`src/rtl/store_fsm.sv`:
```
// store_fsm: drains partial-sum rows from the psum-out FIFO into the scratchpad.
// Each store instruction {mat_id, base_addr} retires ROW_S rows. Each row is
// popped, then held on the store port until the scratchpad reports a hit.
// A one-cycle store_done/store_mat pulse marks the end of each matrix.
// Optional feature: define STORE_FSM_ROWCHK_EN to check each row tag against
// the expected row index. A mismatch raises a sticky row_err.
module store_fsm #(
  parameter int ROW_S_W      = 2,
  parameter int BITS_PER_ROW = 64,
  parameter int WORD_W       = 32,
  parameter int MAT_S_W      = 4
) (
  input  logic                            CLK,
  input  logic                            nRST,
  input  logic                            storeFIFO_empty,
  input  logic [MAT_S_W+WORD_W-1:0]       storeFIFO_rdata,
  output logic                            storeFIFO_REN,
  input  logic                            psumoutFIFO_empty,
  input  logic [BITS_PER_ROW+ROW_S_W-1:0] psumoutFIFO_rdata,
  output logic                            psumoutFIFO_REN,
  output logic                            sStore,
  output logic [WORD_W-1:0]               store_addr,
  output logic [BITS_PER_ROW-1:0]         store_data,
  input  logic                            sStore_hit,
  output logic                            store_done,
  output logic [MAT_S_W-1:0]              store_mat,
  output logic                            busy,
  output logic                            row_err
);

  localparam int ROW_S     = 1 << ROW_S_W;
  localparam int ROW_BYTES = BITS_PER_ROW / 8;

  typedef enum logic [1:0] {
    IDLE     = 2'd0,
    WAIT_ROW = 2'd1,
    STORE    = 2'd2,
    DONE     = 2'd3
  } state_e;

  state_e                  state_q, state_d;
  logic [MAT_S_W-1:0]      mat_q, mat_d;
  logic [WORD_W-1:0]       base_q, base_d;
  logic [ROW_S_W-1:0]      row_cnt_q, row_cnt_d;
  logic [WORD_W-1:0]       addr_q, addr_d;
  logic [BITS_PER_ROW-1:0] data_q, data_d;
  logic                    store_ren_s;
  logic                    psum_ren_s;
  logic [ROW_S_W-1:0]      last_row_s;
  logic [ROW_S_W-1:0]      in_tag_s;

  assign last_row_s = ROW_S_W'(ROW_S - 1);
  assign in_tag_s   = psumoutFIFO_rdata[BITS_PER_ROW +: ROW_S_W];

`ifdef STORE_FSM_ROWCHK_EN
  logic err_q, err_d;
`else
  logic [ROW_S_W-1:0] unused_tag_s;
  assign unused_tag_s = in_tag_s;
`endif

  // Next-state, datapath loads and FIFO pop strobes.
  always_comb begin
    state_d     = state_q;
    mat_d       = mat_q;
    base_d      = base_q;
    row_cnt_d   = row_cnt_q;
    addr_d      = addr_q;
    data_d      = data_q;
    store_ren_s = 1'b0;
    psum_ren_s  = 1'b0;
`ifdef STORE_FSM_ROWCHK_EN
    err_d       = err_q;
`endif
    case (state_q)
      IDLE: begin
        if (!storeFIFO_empty) begin
          store_ren_s = 1'b1;
          mat_d       = storeFIFO_rdata[WORD_W +: MAT_S_W];
          base_d      = storeFIFO_rdata[WORD_W-1:0];
          row_cnt_d   = '0;
          state_d     = WAIT_ROW;
        end else begin
          state_d     = IDLE;
        end
      end
      WAIT_ROW: begin
        if (!psumoutFIFO_empty) begin
          psum_ren_s = 1'b1;
          data_d     = psumoutFIFO_rdata[BITS_PER_ROW-1:0];
          // Address is fixed here so it stays stable for the whole STORE stay;
          // the sum wraps naturally at WORD_W bits.
          addr_d     = base_q + (WORD_W'(row_cnt_q) * WORD_W'(ROW_BYTES));
`ifdef STORE_FSM_ROWCHK_EN
          // The tag is checked as it is latched, i.e. on STORE entry.
          if (in_tag_s != row_cnt_q) begin
            err_d = 1'b1;
          end else begin
            err_d = err_q;
          end
`endif
          state_d    = STORE;
        end else begin
          state_d    = WAIT_ROW;
        end
      end
      STORE: begin
        if (sStore_hit) begin
          if (row_cnt_q == last_row_s) begin
            state_d   = DONE;
          end else begin
            row_cnt_d = row_cnt_q + ROW_S_W'(1);
            state_d   = WAIT_ROW;
          end
        end else begin
          state_d = STORE;
        end
      end
      DONE: begin
        state_d = IDLE;
      end
      default: begin
        state_d = IDLE;
      end
    endcase
  end

  // State and datapath registers; asynchronous clear abandons any matrix.
  always_ff @(posedge CLK or negedge nRST) begin
    if (!nRST) begin
      state_q   <= IDLE;
      mat_q     <= '0;
      base_q    <= '0;
      row_cnt_q <= '0;
      addr_q    <= '0;
      data_q    <= '0;
    end else begin
      state_q   <= state_d;
      mat_q     <= mat_d;
      base_q    <= base_d;
      row_cnt_q <= row_cnt_d;
      addr_q    <= addr_d;
      data_q    <= data_d;
    end
  end

`ifdef STORE_FSM_ROWCHK_EN
  // Sticky row-tag error flag, cleared only by reset.
  always_ff @(posedge CLK or negedge nRST) begin
    if (!nRST) begin
      err_q <= 1'b0;
    end else begin
      err_q <= err_d;
    end
  end

  assign row_err = err_q;
`else
  assign row_err = 1'b0;
`endif

  // Outputs are decoded from registered state; address/data/mat are only
  // driven in the state where they are meaningful and read as zero otherwise.
  assign storeFIFO_REN   = store_ren_s;
  assign psumoutFIFO_REN = psum_ren_s;
  assign sStore          = (state_q == STORE);
  assign store_done      = (state_q == DONE);
  assign busy            = (state_q != IDLE);
  assign store_addr      = (state_q == STORE) ? addr_q : '0;
  assign store_data      = (state_q == STORE) ? data_q : '0;
  assign store_mat       = (state_q == DONE)  ? mat_q  : '0;

endmodule
```
`config.mk`:
```
export PLATFORM = sky130hd
export DESIGN_NAME = store_fsm
export DESIGN_NICKNAME = d
export VERILOG_FILES = /design/src/rtl/store_fsm.sv
export SDC_FILE = /design/constraint.sdc
export NUM_CORES = 1
export LEC_CHECK = 0
export ABC_AREA = 1
export BUFFER_PORTS_ARGS = -buffer_cell sky130_fd_sc_hd__buf_2
export CAP_MARGIN = 5
export CORE_UTILIZATION = 46
export DETAILED_ROUTE_END_ITERATION = 16
export PLACE_DENSITY = 0.83
export REMOVE_ABC_BUFFERS = 1
export SKIP_LAST_GASP = 1
export SLEW_MARGIN = 40
export SYNTH_ARGS = -nofsm -noshare
export SYNTH_HDL_FRONTEND = slang
export SYNTH_SLANG_ARGS = --single-unit
```
`constraint.sdc`:
```
create_clock -name CLK -period 4.35 [get_ports CLK]
set_clock_uncertainty 0.05 [all_clocks]
set_input_delay 0.87 -clock CLK [delete_from_list [all_inputs] [get_ports CLK]]
set_output_delay 0.87 -clock CLK [all_outputs]
set_load 0.01 [all_outputs]
```
# [Yosys cells after proc, flatten, opt, wreduce, memory -nomap -nowiden]
# Index checks and enable logic that the tools add are counted.
[totals] ff_bits=136 latchBits=0 ramBits=0 rom_bits=0 inputBits=107 out_inout_bits=106 wordCells=39 mem_count=0
[op_classes] n_addsub=2 mul=0 div=0 order_cmp=0 n_eq_ne=7 shift=0 muxes=16 bitwise_logic=2 n_reduce_logical=6
[op_table] op="two-way mux 64 bit" count=1
[op_table] op="adder 32 x 5 -> 32 bit" count=1
[op_table] op="two-way mux 32 bit" count=1
[op_table] op="two-way mux 2 bit" count=6
[op_table] op="case mux 2 bit (4 select lines)" count=1
[op_table] op="== test 2 bit (second input constant)" count=3
[op_table] op="two-way mux 1 bit" count=5
[op_table] op="two-way mux 4 bit" count=1
[op_table] op="inequality test 2 bit (second input constant)" count=2
[op_table] op="case mux 2 bit (2 select lines)" count=1
[op_table] op="AND reduction 2 bit" count=2
[op_table] op="AND reduction 4 bit" count=1
[op_table] op="nonzero test 2 bit" count=2
[op_table] op="adder 2 x 1 -> 2 bit (second input constant)" count=1
[op_table] op="== test 2 x 1 -> 1 bit (second input constant)" count=1
[op_table] op="logical NOT 2 bit" count=1
[op_table] op="inequality test 2 x 1 -> 1 bit (second input constant)" count=1
[op_table] op="inverter 1 bit" count=2

# [Depth between registers and ports, before layout]
[depth] depth_word=4 depth_mapped=11 mapped_depth_nobuf=11

# [Worst setup path before layout]
# Ideal clock, no wire load.
[synth_timing] kind="input to output" from="input psumoutFIFO_empty" to="output psumoutFIFO_REN" arrival_ps=1440 slack_ps=1990 stages=3 path_cell_list="nor3_2 -> buf_2 -> buf_2"
[synth_via] elab_chain_cells=2
[synth_rtl] element="start: declaration" line_no="18" text="input logic psumoutFIFO_empty,"
[synth_rtl] element="two-way mux 1 bit" line_no="88" text="if (!psumoutFIFO_empty) begin"
[synth_rtl] element="two-way mux 1 bit" line_no="75" text="case (state_q)"
[synth_rtl] element="end: declaration" line_no="20" text="output logic psumoutFIFO_REN,"
# No other way between the ends.

# [Final worst setup path]
[layout_timing] from="register state_q[1]" to="output store_addr[18]"
[layout_via] elab_chain_cells=2
[layout_rtl] element="start: declaration" line_no="41" text="state_e state_q, state_d;"
[layout_rtl] element="start signal: assignment" line_no="138" text="state_q <= state_d;"
[layout_rtl] element="== test 2 bit" line_no="169" text="assign store_addr = (state_q == STORE) ? addr_q : '0;"
[layout_rtl] element="two-way mux 32 bit" line_no="169"
[layout_rtl] element="end: declaration" line_no="22" text="output logic [WORD_W-1:0] store_addr,"
# No other way between the ends.

==> impl_metrics.csv <==
group,metric,value,unit
power,swShare,0.381,
synthesis,avgSynthCellArea,7.52,um^2
cells_and_area,areaGrowthSynthToFinish,26.4,%
power,pwr-share-clk,0.259,
synthesis,synth_cell_types,29,
sta,rsz0062_at_grt,"false",
sta,worst_pin_slew,790,ps
global_route,grt_pass1_wl,25.1,mm
detailed_routing,drcViolationCount,0,
setup_path,crit_type,"reg2out",
cts,numClockSinks,136,
power,powerDensity,648,nW/um^2
detailed_routing,wire_per_inst,12.5,um
cts,cts_repair_resize_count,0,
placed_design,place_ws,1680,ps
power,p_comb_frac,0.338,
sta,slew_violations,0,
sta,hold_viol_final,0,
global_route,first_global_vias,5294,
setup_path,path_max_fanout,74,
flow_run,drv_cap,0,
synthesis,yosysWarnings,0,
die,start_util,0.474,
cells_and_area,fin_nets,1183,
synthesis,synth-main-ff-cell,"dfrtp_1",
run_status,outcome,"complete, no violations",
die,core_region_area,13900,um^2
cts,clock_latency,420,ps
placed_design,dp.cells,1233,
power,seqPwrFrac,0.403,
sta,period_needed,3080,ps
detailed_routing,route.vias.total,5884,
global_route,track_usage,0.220,
cells_and_area,fillCellCount,1266,
cts,hold_buffers,0,
sta,fin_ws,1270,ps
setup_path,cp-end-kind,"output pin",
die,rows,43,
placed_design,dp_hpwl,11.0,mm
cts,cts-buffers-inserted,17,
sta,min_period_over_period,0.709,
global_route,antenna_found_initial,0,
placed_design,portBuffers,209,
cts,cts_buffer_depth,2,
synthesis,synthCells,879,
cells_and_area,diodes,0,
worst_hold_path,min_path_type,"in2async",
setup_path,cp.required,3430,ps
cts,cts_tree,"built",
sta,setup_viol,0,
power,p_int,3.35,mW
sta,max_freq,324,MHz
placed_design,gp_congestion,0.877,
sta,relSlewSlack,0.473,
detailed_routing,wirelength,15.8,mm
cells_and_area,drive_gt1_frac,0.246,
die,pin_count,213,
synthesis,async_flop_share,1.00,
cts,postCtsSetupRepairBufs,0,
global_route,overflow,0,
power,power_leakage,4.57,nW
cts,clk_pin_slew,60,ps
cts,h-tree-depth,4,
synthesis,synth_edf_count,0,
power,switchingPower,2.07,mW
die,fp.dieW,122,um
cells_and_area,instances_no_fill,1264,
detailed_routing,drt_iter0_drc,346,
synthesis,synth-seq-area-share,0.515,
die,die-area,14900,um^2
cts,cts_root_buf,"clkbuf_16",
setup_path,startpoint_type,"flop",
synthesis,ys_ff_latch,136,
detailed_routing,dr.pass1.iters,5,
cells_and_area,final_util,0.600,
detailed_routing,via_per_inst,4.66,
die,die_y,122,um
power,ir_drop,0.000364,V
global_route,grt_max_degree,165,
setup_path,arrival,2160,ps
synthesis,synth_area,6610,um^2
detailed_routing,antenna_left,0,
## registers in the layout, summed over array words and instances (netlist names)
name       cells
addr_q        32
base_q        32
data_q        64
mat_q          4
row_cnt_q      2
state_q        2
## placed cells by master (no fill, tap or decap)
| cell | count |
|---|---|
| nor2_2 | 4 |
| and2_1 | 1 |
| xor2_1 | 12 |
| nor2_1 | 135 |
| nand2_1 | 279 |
| nand3b_1 | 2 |
| inv_1 | 125 |
| buf_4 | 2 |
| buf_12 | 2 |
| nand3_4 | 1 |
| clkinvlp_4 | 5 |
| nand3_1 | 19 |
| ha_1 | 3 |
| o211ai_1 | 1 |
| xnor2_1 | 1 |
| fa_1 | 1 |
| clkinv_1 | 1 |
| conb_1 | 1 |
| nand2_4 | 2 |
| bufinv_16 | 2 |
| clkinv_4 | 2 |
| o21ai_0 | 89 |
| o21bai_1 | 1 |
| nor3_4 | 1 |
| o21ai_1 | 7 |
| clkinv_2 | 2 |
| buf_6 | 1 |
| clkbuf_8 | 2 |
| buf_2 | 208 |
| nor2_4 | 6 |
| o22ai_1 | 2 |
| nand2_2 | 4 |
| inv_2 | 5 |
| clkbuf_16 | 17 |
| nor2_8 | 1 |
| clkbuf_1 | 1 |
| dfrtp_1 | 136 |
## cells by family after synthesis
kind of cell               share of synthesized area
AOI/OAI and AO/OA                             0.0768
xor gates and xnor gates                      0.0172
buffers and inverters                          0.102
DFF                                            0.515
adders and majority gates                    0.00871
other                                       0.000567
and+or+nand+nor                                0.280
## path summary, 6_finish.rpt
kind,from,endpoint,slack (ps),cells after the start
max,state_q[1],store_addr[18],1270,4
min,nRST,data_q[56],360,1
max reg2reg,row_cnt_q[0],addr_q[21],2190,9
min reg2reg,base_q[0],base_q[0],420,2
max in group asynchronous,nRST,base_q[21],3090,2
min in group CLK,base_q[0],base_q[0],420,2
## metrics by stage
stage	TNS, ps	hold WS (ps)	power (mW)	cell area, um^2
2_1_floorplan	-151300	392	3.39	6430
3_3_place_gp	0	405	3.94	7770
3_5_place_dp	0	408	4.03	7770
4_1_cts	0	365	5.47	8360
5_1_grt	0	388	5.86	8360
6_report	0	363	5.42	8360
## critical path, cell delays in order, from the launching register on
cell and delay (ps):
dfrtp_1 470, nand2_4 610, buf_4 410, nor2_1 90, buf_2 150
## power groups by stage
stage / Clock, mW / Combinational, mW / Sequential (mW)
after floorplan: 0 / 1.29 / 2.10
final: 1.40 / 1.83 / 2.18
after global routing: 1.49 / 2.11 / 2.25
after detailed placement: 0 / 1.84 / 2.19
after CTS: 1.43 / 1.86 / 2.18
after global placement: 0 / 1.77 / 2.17
## synthesized netlist by cell type, drive strengths merged, types with 2 or more instances
library cell / number / area (um^2)
nand3b: 2 / 15.0
nor2: 146 / 619
inv: 130 / 488
nand2: 285 / 1090
buf: 27 / 138
o21ai: 96 / 480
nand3: 20 / 113
xor2: 12 / 105
ha: 3 / 37.5
o22ai: 2 / 12.5
clkbuf: 12 / 45.0
dfrtp: 136 / 3400
## layout make-up
type                            count  area [um^2]  share of cell area
Inverter                          131          492              0.0588
Clock buffer                       20          457              0.0546
Sequential cell                   136         3400               0.407
Timing Repair Buffer              213         1110               0.133
Multi-Input combinational cell    573         2550               0.305
Tap cell                          180          225              0.0270
Clock inverter                     11          125              0.0150
## routing by layer
metal	up-vias	GRT usage	wire, um
met5	-	0	0
met4	0	0.0702	198
met3	13	0.0487	882
met2	189	0.360	7600
met1	2675	0.291	7080
li1	3007	-	-
No activity file was read; power rests on OpenSTA's default activity.
